**src/rtl/uart_tx_fifo.sv**
```systemverilog
// 8N1 UART transmitter fed by a circular byte FIFO.
// Each push enqueues a byte, and the transmitter drains the FIFO one frame at a time.
module uart_tx_fifo #(
  parameter int unsigned CLKS_PER_BIT = 434,
  parameter int unsigned DEPTH_LOG2   = 4
) (
  input  logic                  clk,
  input  logic                  rst_n,
  input  logic                  wrreq,
  input  logic [7:0]            data_in,
  output logic                  tx,
  output logic                  full,
  output logic                  empty,
  output logic [DEPTH_LOG2:0]   count,
  output logic                  busy,
  output logic                  overflow
);

  localparam int unsigned DEPTH   = 1 << DEPTH_LOG2;
  localparam int unsigned PTR_W   = DEPTH_LOG2;
  localparam int unsigned CNT_W   = DEPTH_LOG2 + 1;
  localparam int unsigned TIMER_W = 16;
  localparam logic [TIMER_W-1:0] BIT_LAST   = TIMER_W'(CLKS_PER_BIT - 1);
  localparam logic [CNT_W-1:0]   COUNT_FULL = CNT_W'(DEPTH);

  typedef enum logic [1:0] {IDLE, START, DATA, STOP} state_t;

  logic [7:0]         r_mem [DEPTH];
  logic [PTR_W-1:0]   r_wr_ptr;
  logic [PTR_W-1:0]   r_rd_ptr;
  logic [CNT_W-1:0]   r_count;
  logic               r_overflow;
  state_t             r_state;
  logic [TIMER_W-1:0] r_timer;
  logic [2:0]         r_bit_idx;
  logic [7:0]         r_shift;
  logic               r_tx;

  logic w_full, w_empty, w_push, w_pop, w_bit_done;

  assign w_full     = (r_count == COUNT_FULL);
  assign w_empty    = (r_count == '0);
  assign w_push     = wrreq && !w_full;
  assign w_pop      = (r_state == IDLE) && !w_empty;
  assign w_bit_done = (r_timer == BIT_LAST);

  // Storage needs no reset; only pointers and count define validity.
  always_ff @(posedge clk) begin
    if (w_push) r_mem[r_wr_ptr] <= data_in;
  end

  always_ff @(posedge clk or negedge rst_n) begin
    if (!rst_n) begin
      r_wr_ptr   <= '0;
      r_rd_ptr   <= '0;
      r_count    <= '0;
      r_overflow <= 1'b0;
    end else begin
      if (w_push) r_wr_ptr <= r_wr_ptr + PTR_W'(1);
      if (w_pop)  r_rd_ptr <= r_rd_ptr + PTR_W'(1);
      case ({w_push, w_pop})
        2'b10:   r_count <= r_count + CNT_W'(1);
        2'b01:   r_count <= r_count - CNT_W'(1);
        default: r_count <= r_count;
      endcase
      // A push against a full FIFO is dropped even when a pop frees a slot this cycle.
      if (wrreq && w_full) r_overflow <= 1'b1;
    end
  end

  always_ff @(posedge clk or negedge rst_n) begin
    if (!rst_n) begin
      r_state   <= IDLE;
      r_timer   <= '0;
      r_bit_idx <= '0;
      r_shift   <= '0;
      r_tx      <= 1'b1;
    end else begin
      case (r_state)
        IDLE: begin
          r_tx <= 1'b1;
          if (w_pop) begin
            r_shift   <= r_mem[r_rd_ptr];
            r_timer   <= '0;
            r_bit_idx <= '0;
            r_state   <= START;
            r_tx      <= 1'b0;
          end
        end
        START: begin
          if (w_bit_done) begin
            r_timer <= '0;
            r_state <= DATA;
            r_tx    <= r_shift[0];
          end else begin
            r_timer <= r_timer + TIMER_W'(1);
          end
        end
        DATA: begin
          if (w_bit_done) begin
            r_timer <= '0;
            if (r_bit_idx == 3'd7) begin
              r_state <= STOP;
              r_tx    <= 1'b1;
            end else begin
              // tx takes the next bit while the shift register advances.
              r_shift   <= r_shift >> 1;
              r_bit_idx <= r_bit_idx + 3'd1;
              r_tx      <= r_shift[1];
            end
          end else begin
            r_timer <= r_timer + TIMER_W'(1);
          end
        end
        STOP: begin
          if (w_bit_done) begin
            r_timer <= '0;
            r_state <= IDLE;
            r_tx    <= 1'b1;
          end else begin
            r_timer <= r_timer + TIMER_W'(1);
          end
        end
        default: begin
          r_state <= IDLE;
          r_tx    <= 1'b1;
        end
      endcase
    end
  end

  assign tx       = r_tx;
  assign full     = w_full;
  assign empty    = w_empty;
  assign count    = r_count;
  assign busy     = (r_state != IDLE) || !w_empty;
  assign overflow = r_overflow;

endmodule

```
**config.mk**
```make
export PLATFORM = sky130hd
export DESIGN_NAME = uart_tx_fifo
export DESIGN_NICKNAME = d
export VERILOG_FILES = /design/src/rtl/uart_tx_fifo.sv
export SDC_FILE = /design/constraint.sdc
export NUM_CORES = 1
export LEC_CHECK = 0
export CAP_MARGIN = 30
export CORE_MARGIN = 5
export CORE_UTILIZATION = 51
export CTS_CLUSTER_SIZE = 28
export DETAILED_ROUTE_END_ITERATION = 8
export GPL_TIMING_DRIVEN = 0
export PLACE_DENSITY_LB_ADDON = 0.3
export SYNTH_ARGS = -nofsm -noshare
export SYNTH_HDL_FRONTEND = slang
export SYNTH_SLANG_ARGS = --single-unit
```
**constraint.sdc**
```tcl
create_clock -name clk -period 7.7 [get_ports clk]
set_input_delay 1.54 -clock clk [delete_from_list [all_inputs] [get_ports clk]]
set_output_delay 1.54 -clock clk [all_outputs]
set_load 0.005 [all_outputs]
```
=== Word-level counts from Yosys, hierarchy flattened ===
Memories as Yosys holds them, arrays and structs flattened.
Cells that the tools add are included.

* Memory bits (writable): 128
* Input port bits: 11
* Register bits after elaboration: 44
* Memories: 1

* Add/sub/neg operators: 6
* Reduce and logical (&&, ||, !) cells: 15
* Mux-type cells: 26
* Equality and inequality tests: 14

{| class="wikitable"
|+ Memories
! memory !! depth !! width !! rd ports !! clocked after memory_dff !! write ports !! line !! RTL
|-
| r_mem || 16 || 8 || 1 || 0 || 1 || 28 || <nowiki>logic [7:0] r_mem [DEPTH];</nowiki>
|}

{| class="wikitable"
|+ Operators with widths
! operator !! count
|-
| $mux 16 || 2
|-
| $pmux 16 s2 || 1
|-
| $mux 8 || 3
|-
| $add 16x1->16 const B || 1
|-
| $eq 16x9->1 const B || 1
|-
| $pmux 8 s2 || 1
|-
| $ne 2x2->1 const B || 6
|-
| $mux 2 || 5
|-
| $pmux 5 s2 || 1
|-
| $mux 3 || 3
|-
| $add 4x1->4 const B || 2
|-
| $pmux 2 s4 || 1
|-
| $mux 1 || 7
|-
| $eq 2x2->1 const B || 3
|-
| $pmux 3 s2 || 1
|-
| $reduce_bool 2->1 || 3
|-
| $add 5x1->5 const B || 1
|-
| $eq 5x5->1 const B || 1
|-
| $logic_not 5->1 || 1
|-
| $reduce_and 5->1 || 1
|-
| $sub 5x1->5 const B || 1
|-
| $eq 2x1->1 const B || 2
|-
| $pmux 1 s4 || 1
|-
| $reduce_and 4->1 || 1
|-
| 8 further kinds || 11
|}

=== Longest topological paths before layout ===
* Word-level depth: 5
* Mapped depth: 15
* Mapped depth without buffers: 12

=== Worst setup path before layout ===
Ideal clock, no wire load.

* Path type: input port to flip-flop
* From: input wrreq
* To: register r_count[4] (netlist: count[4])
* Path slack: 4.287 ns
* Setup time: 0.080 ns
* Buffers on the path: 2
* Data arrival time: 3.333 ns
* Stages: 12
* Data required time: 7.620 ns
* Cell sequence: and2_1 -> clkbuf_1 -> inv_1 -> ha_1 -> clkbuf_1 -> xor2_1 -> ha_1 -> inv_1 -> o21ai_0 -> a21o_1 -> a31oi_1 -> xnor2_1

* Word-level cells in the longest chain between the ends: 3
* Elaborated cells on any way between the ends: 5
* Those cells by class: eq/ne: 2; mux: 1; reduce/logical: 2

{| class="wikitable"
|+ Ends and longest elaborated chain
! element !! line !! RTL
|-
| start, declared || 9 || <nowiki>input logic wrreq,</nowiki>
|-
| $logic_and 1x1->1 * || 43 || <nowiki>assign w_push = wrreq && !w_full;</nowiki>
|-
| $eq 2x1->1 or $eq 2x2->1 (tied branches) || 61 || <nowiki>case ({w_push, w_pop})</nowiki>
|-
| $pmux 5 s2 or $reduce_bool 2->1 (tied branches) || n/a ||
|-
| end signal, assigned || 62 || <nowiki>2'b10: r_count <= r_count + CNT_W'(1);</nowiki>
|-
| end signal, assigned || 63 || <nowiki>2'b01: r_count <= r_count - CNT_W'(1);</nowiki>
|-
| end signal, assigned || 64 || <nowiki>default: r_count <= r_count;</nowiki>
|-
| end, declared || 31 || <nowiki>logic [CNT_W-1:0] r_count;</nowiki>
|}

Every way passes the cells marked *; elsewhere a longest branch is shown, timed or not.
A chain may end at the register's enable or synchronous reset.

=== Worst setup path in the final report ===
* From: register r_count[1] (netlist: count[1])
* To: output busy

* Word-level cells in the longest chain between the ends: 3

{| class="wikitable"
|+ Ends and longest elaborated chain
! element !! line !! RTL
|-
| $logic_not 5->1 || 42 || <nowiki>assign w_empty = (r_count == '0);</nowiki>
|-
| $logic_not 1->1 || 136 || <nowiki>assign busy = (r_state != IDLE) || !w_empty;</nowiki>
|-
| $logic_or 1x1->1 || 136 ||
|-
| end, declared || 15 || <nowiki>output logic busy,</nowiki>
|}

Every way passes these cells.

==> qor.csv <==
stage,metric,value,unit
setup_path,critical path startpoint category,flop,
logic_synthesis,most instantiated library cell after synthesis,edfxtp_1,
logic_synthesis,Netlist cell types,54,
logic_synthesis,Mean Syn Cell Area,14.8,um2
run_status,status,finished clean,
cts,Num CTS Buffers,17,
sta,Setup Skew,0.00913,ns
global_routing,Tot GR Track Use,18.4,%
die,site row count,44,
logic_synthesis,flip-flop and latch count after synthesis,172,
sta,Slew @ Worst Pin,0.829,ns
sta,Slew headroom,44.6,%
setup_path,CP bufs+invs,4,
setup_path,R2R cell count,15,
sta,min Tclk post-route,4.16,ns
cts,Max clock buf depth,2,
die,initial core utilization,51.9,%
die,I/O pins,21,
sta,setup TNS,0,ns
sta,RSZ-0062 raised after global routing,no,
setup_path,r2r startpoint,count[1],
logic_synthesis,Syn. warnings,0,
sta,part of the cycle the worst path needs,54.0,%
min_path,HP Class,flop to flop,
cts,clk sinks,172,
die,Die W,131,um
final_layout,fraction of final layout cells sized beyond drive strength 1,18.0,%
pwr,Cell Pwr Density,264,mW/mm2
sta,min setup slack post-route,3.54,ns
cts,htree depth,4,
cts,post-CTS setup buffers,0,
logic_synthesis,post-synth net total,537,
logic_synthesis,Syn Inst Count,509,
setup_path,reg-to-reg endpoint,count[4],
setup_path,Levels on crit path,6,
sta,"Hold Vio Cnt, Final",0,
global_routing,global-route wire length before repair,24.6,mm
final_layout,post-route cell area,0.00856,mm2
drt,total wire length,15.3,mm
cts,hold buffers post-CTS,0,
final_layout,Layout area overhead,14.0,%
setup_path,Required @ worst endpoint,6.16,ns
drt,Initial DRT Pass Iterations,4,
global_routing,remaining global-route overflow,0,
drt,DRT iter0 DRCs,332,
setup_path,critical path class,flop to output pin,
cts,clk_lat worst skew,0.43,ns
die,die area,0.0173,mm2
setup_path,"Slowest-stage cell, CP",nor4_1,
cts,CTS root buffer,clkbuf_16,
setup_path,critical path's top delay family,buffers and inverters,
placement,placed cell areas,0.00798,mm2
drt,DRC,0,
sta,Max Slew Vio Count,0,
drt,routed vias,4399,
setup_path,R2R Setup Slk,4.21,ns
sta,fmax,241,MHz
setup_path,Critical Path End Type,output pin,
sta,setup violators final,0,
cts,clock-pin slew on the worst setup and hold paths,0.07,ns
logic_synthesis,Syn Std Cell Area,0.00751,mm2
logic_synthesis,ys flop type,edfxtp_1,
final_layout,fillers,1108,
placement,Final Wtd Congestion,0.869,
logic_synthesis,most area-consuming cells after synthesis,"edfxtp_1 (51%), dfrtp_1 (14%), mux2_2 (4.8%)",
global_routing,vias in the first global route,4541,
final_layout,final core occ,59.1,%
setup_path,"Critical Path, Cell by Cell",clkbuf_1 -> nor4_1 -> and3_1 -> buf_2 -> inv_1 -> clkdlybuf4s50_1,
placement,port bufs,20,
global_routing,initial antenna violation count,0,
logic_synthesis,"EDFF count, synth",128,
sta,Hold Worst Slack,0.465,ns
final_layout,diode count,0,
setup_path,crit path to,busy,
pwr,Max VDD drop,0.173,mV
logic_synthesis,ys async rst share,25.6,%
cts,post-CTS resize count,0,
drt,DR WL/cell,20.4,um
setup_path,crit path launch,count[1],
placement,DP Worst Slack,3.42,ns
setup_path,CP max FO,10,
pwr,static leakage,3.11,nW
cts,TritonCTS clock tree,done,
logic_synthesis,register area share after synthesis,65.9,%
setup_path,largest stage delay on the critical path,0.53,ns
die,Core ar.,0.0145,mm2
flow_run,max-cap check violation count,0,
logic_synthesis,top cell type's share of synthesized area,51.2,%
setup_path,CP arrival,2.62,ns
global_routing,largest net degree at the start of global routing,27,
placement,detailed placement HPWL,10.4,mm
drt,Final ANT Viol Nets,0,
logic_synthesis,most frequent cells after synthesis,"edfxtp_1 (128), dfrtp_1 (43), nor2_1 (36)",
drt,vias per cell,5.87,
die,die height,131,um
final_layout,fin nets,581,
logic_synthesis,leading area contributor after synthesis,edfxtp_1,
[state kept, by name, summed over array words and instances (netlist names)]
register and cells:
count 5, overflow 1, r_bit_idx 3, r_mem 128, r_rd_ptr 4, r_shift 8
r_state 2, r_timer 16, r_wr_ptr 4, tx 1
[layer usage]
layer | GRT usage (%) | vias up | wire length, um
met5 | 0 | - | 0
met2 | 30.5 | 132 | 7740
met3 | 4.85 | 26 | 811
met4 | 6.63 | 0 | 337
li1 | - | 2023 | -
met1 | 23.5 | 2218 | 6420
[per-stage QoR]
| stage | power [W] | cells |
|---|---|---|
| floorplan | 0.00130 | 509 |
| finish | 0.00226 | 750 |
| CTS | 0.00227 | 750 |
| global placement | 0.00141 | 713 |
| detailed placement | 0.00143 | 718 |
| global route | 0.00235 | 750 |
[where the power goes]
part | leakage (nW) | switching [W] | internal, W
Sequential | 1.70 | 0.0000346 | 0.00110
Combinational | 1.11 | 0.000163 | 0.000113
Clock | 0.293 | 0.000372 | 0.000484
Total | 3.11 | 0.000570 | 0.00169
[layout by cell type, fill, tap and decap left out, drive strengths merged, types with 4 or more instances in the layout]
master,synthesis,final
edfxtp,128,128
dfrtp,43,43
mux2,40,40
nor2,36,36
clkbuf,18,35
inv,22,27
nand2,22,22
clkdlybuf4s50,0,19
o21ai,17,17
ha,17,17
buf,11,17
mux4,16,16
o22ai,12,12
xnor2,11,11
a31oi,10,10
nor3,9,9
a21oi,7,7
clkinv,0,7
xor2,6,6
nand2b,6,6
nand4,6,6
mux2i,6,6
o221ai,6,6
a22o,6,6
a21o,5,5
nand3,5,5
nor2b,4,4
nor4,4,4
[logic make-up after synthesis]
family	Yosys count	share of synthesized area (%)
compound gates	82	7.61
xor+xnor	17	1.98
fa+ha+maj	17	2.83
buf+inv	51	2.77
flops	172	65.9
mux	62	11.6
simple gates	108	7.36
[final cells by class]
class / count / area [um2] / area share, %
Sequential cell: 172 / 4950 / 57.8
Multi-Input combinational cell: 286 / 2360 / 27.5
Clock buffer: 17 / 425 / 4.97
Timing Repair Buffer: 25 / 235 / 2.75
Tap cell: 184 / 230 / 2.69
Clock inverter: 15 / 161 / 1.88
Buffer: 29 / 125 / 1.46
Inverter: 22 / 82.6 / 0.964
[how the worst min path moves through the flow]
| stage | from | end | slack (ns) | cells past startpoint |
|---|---|---|---|---|
| after detailed placement | overflow | overflow | 0.45 | 1 |
| after global placement | overflow | overflow | 0.44 | 1 |
| after floorplan | overflow | overflow | 0.45 | 1 |
| after global routing | overflow | overflow | 0.51 | 1 |
| final | overflow | overflow | 0.47 | 1 |
| after CTS | overflow | overflow | 0.47 | 1 |
Note: power is estimated with default switching activity, not from simulation.
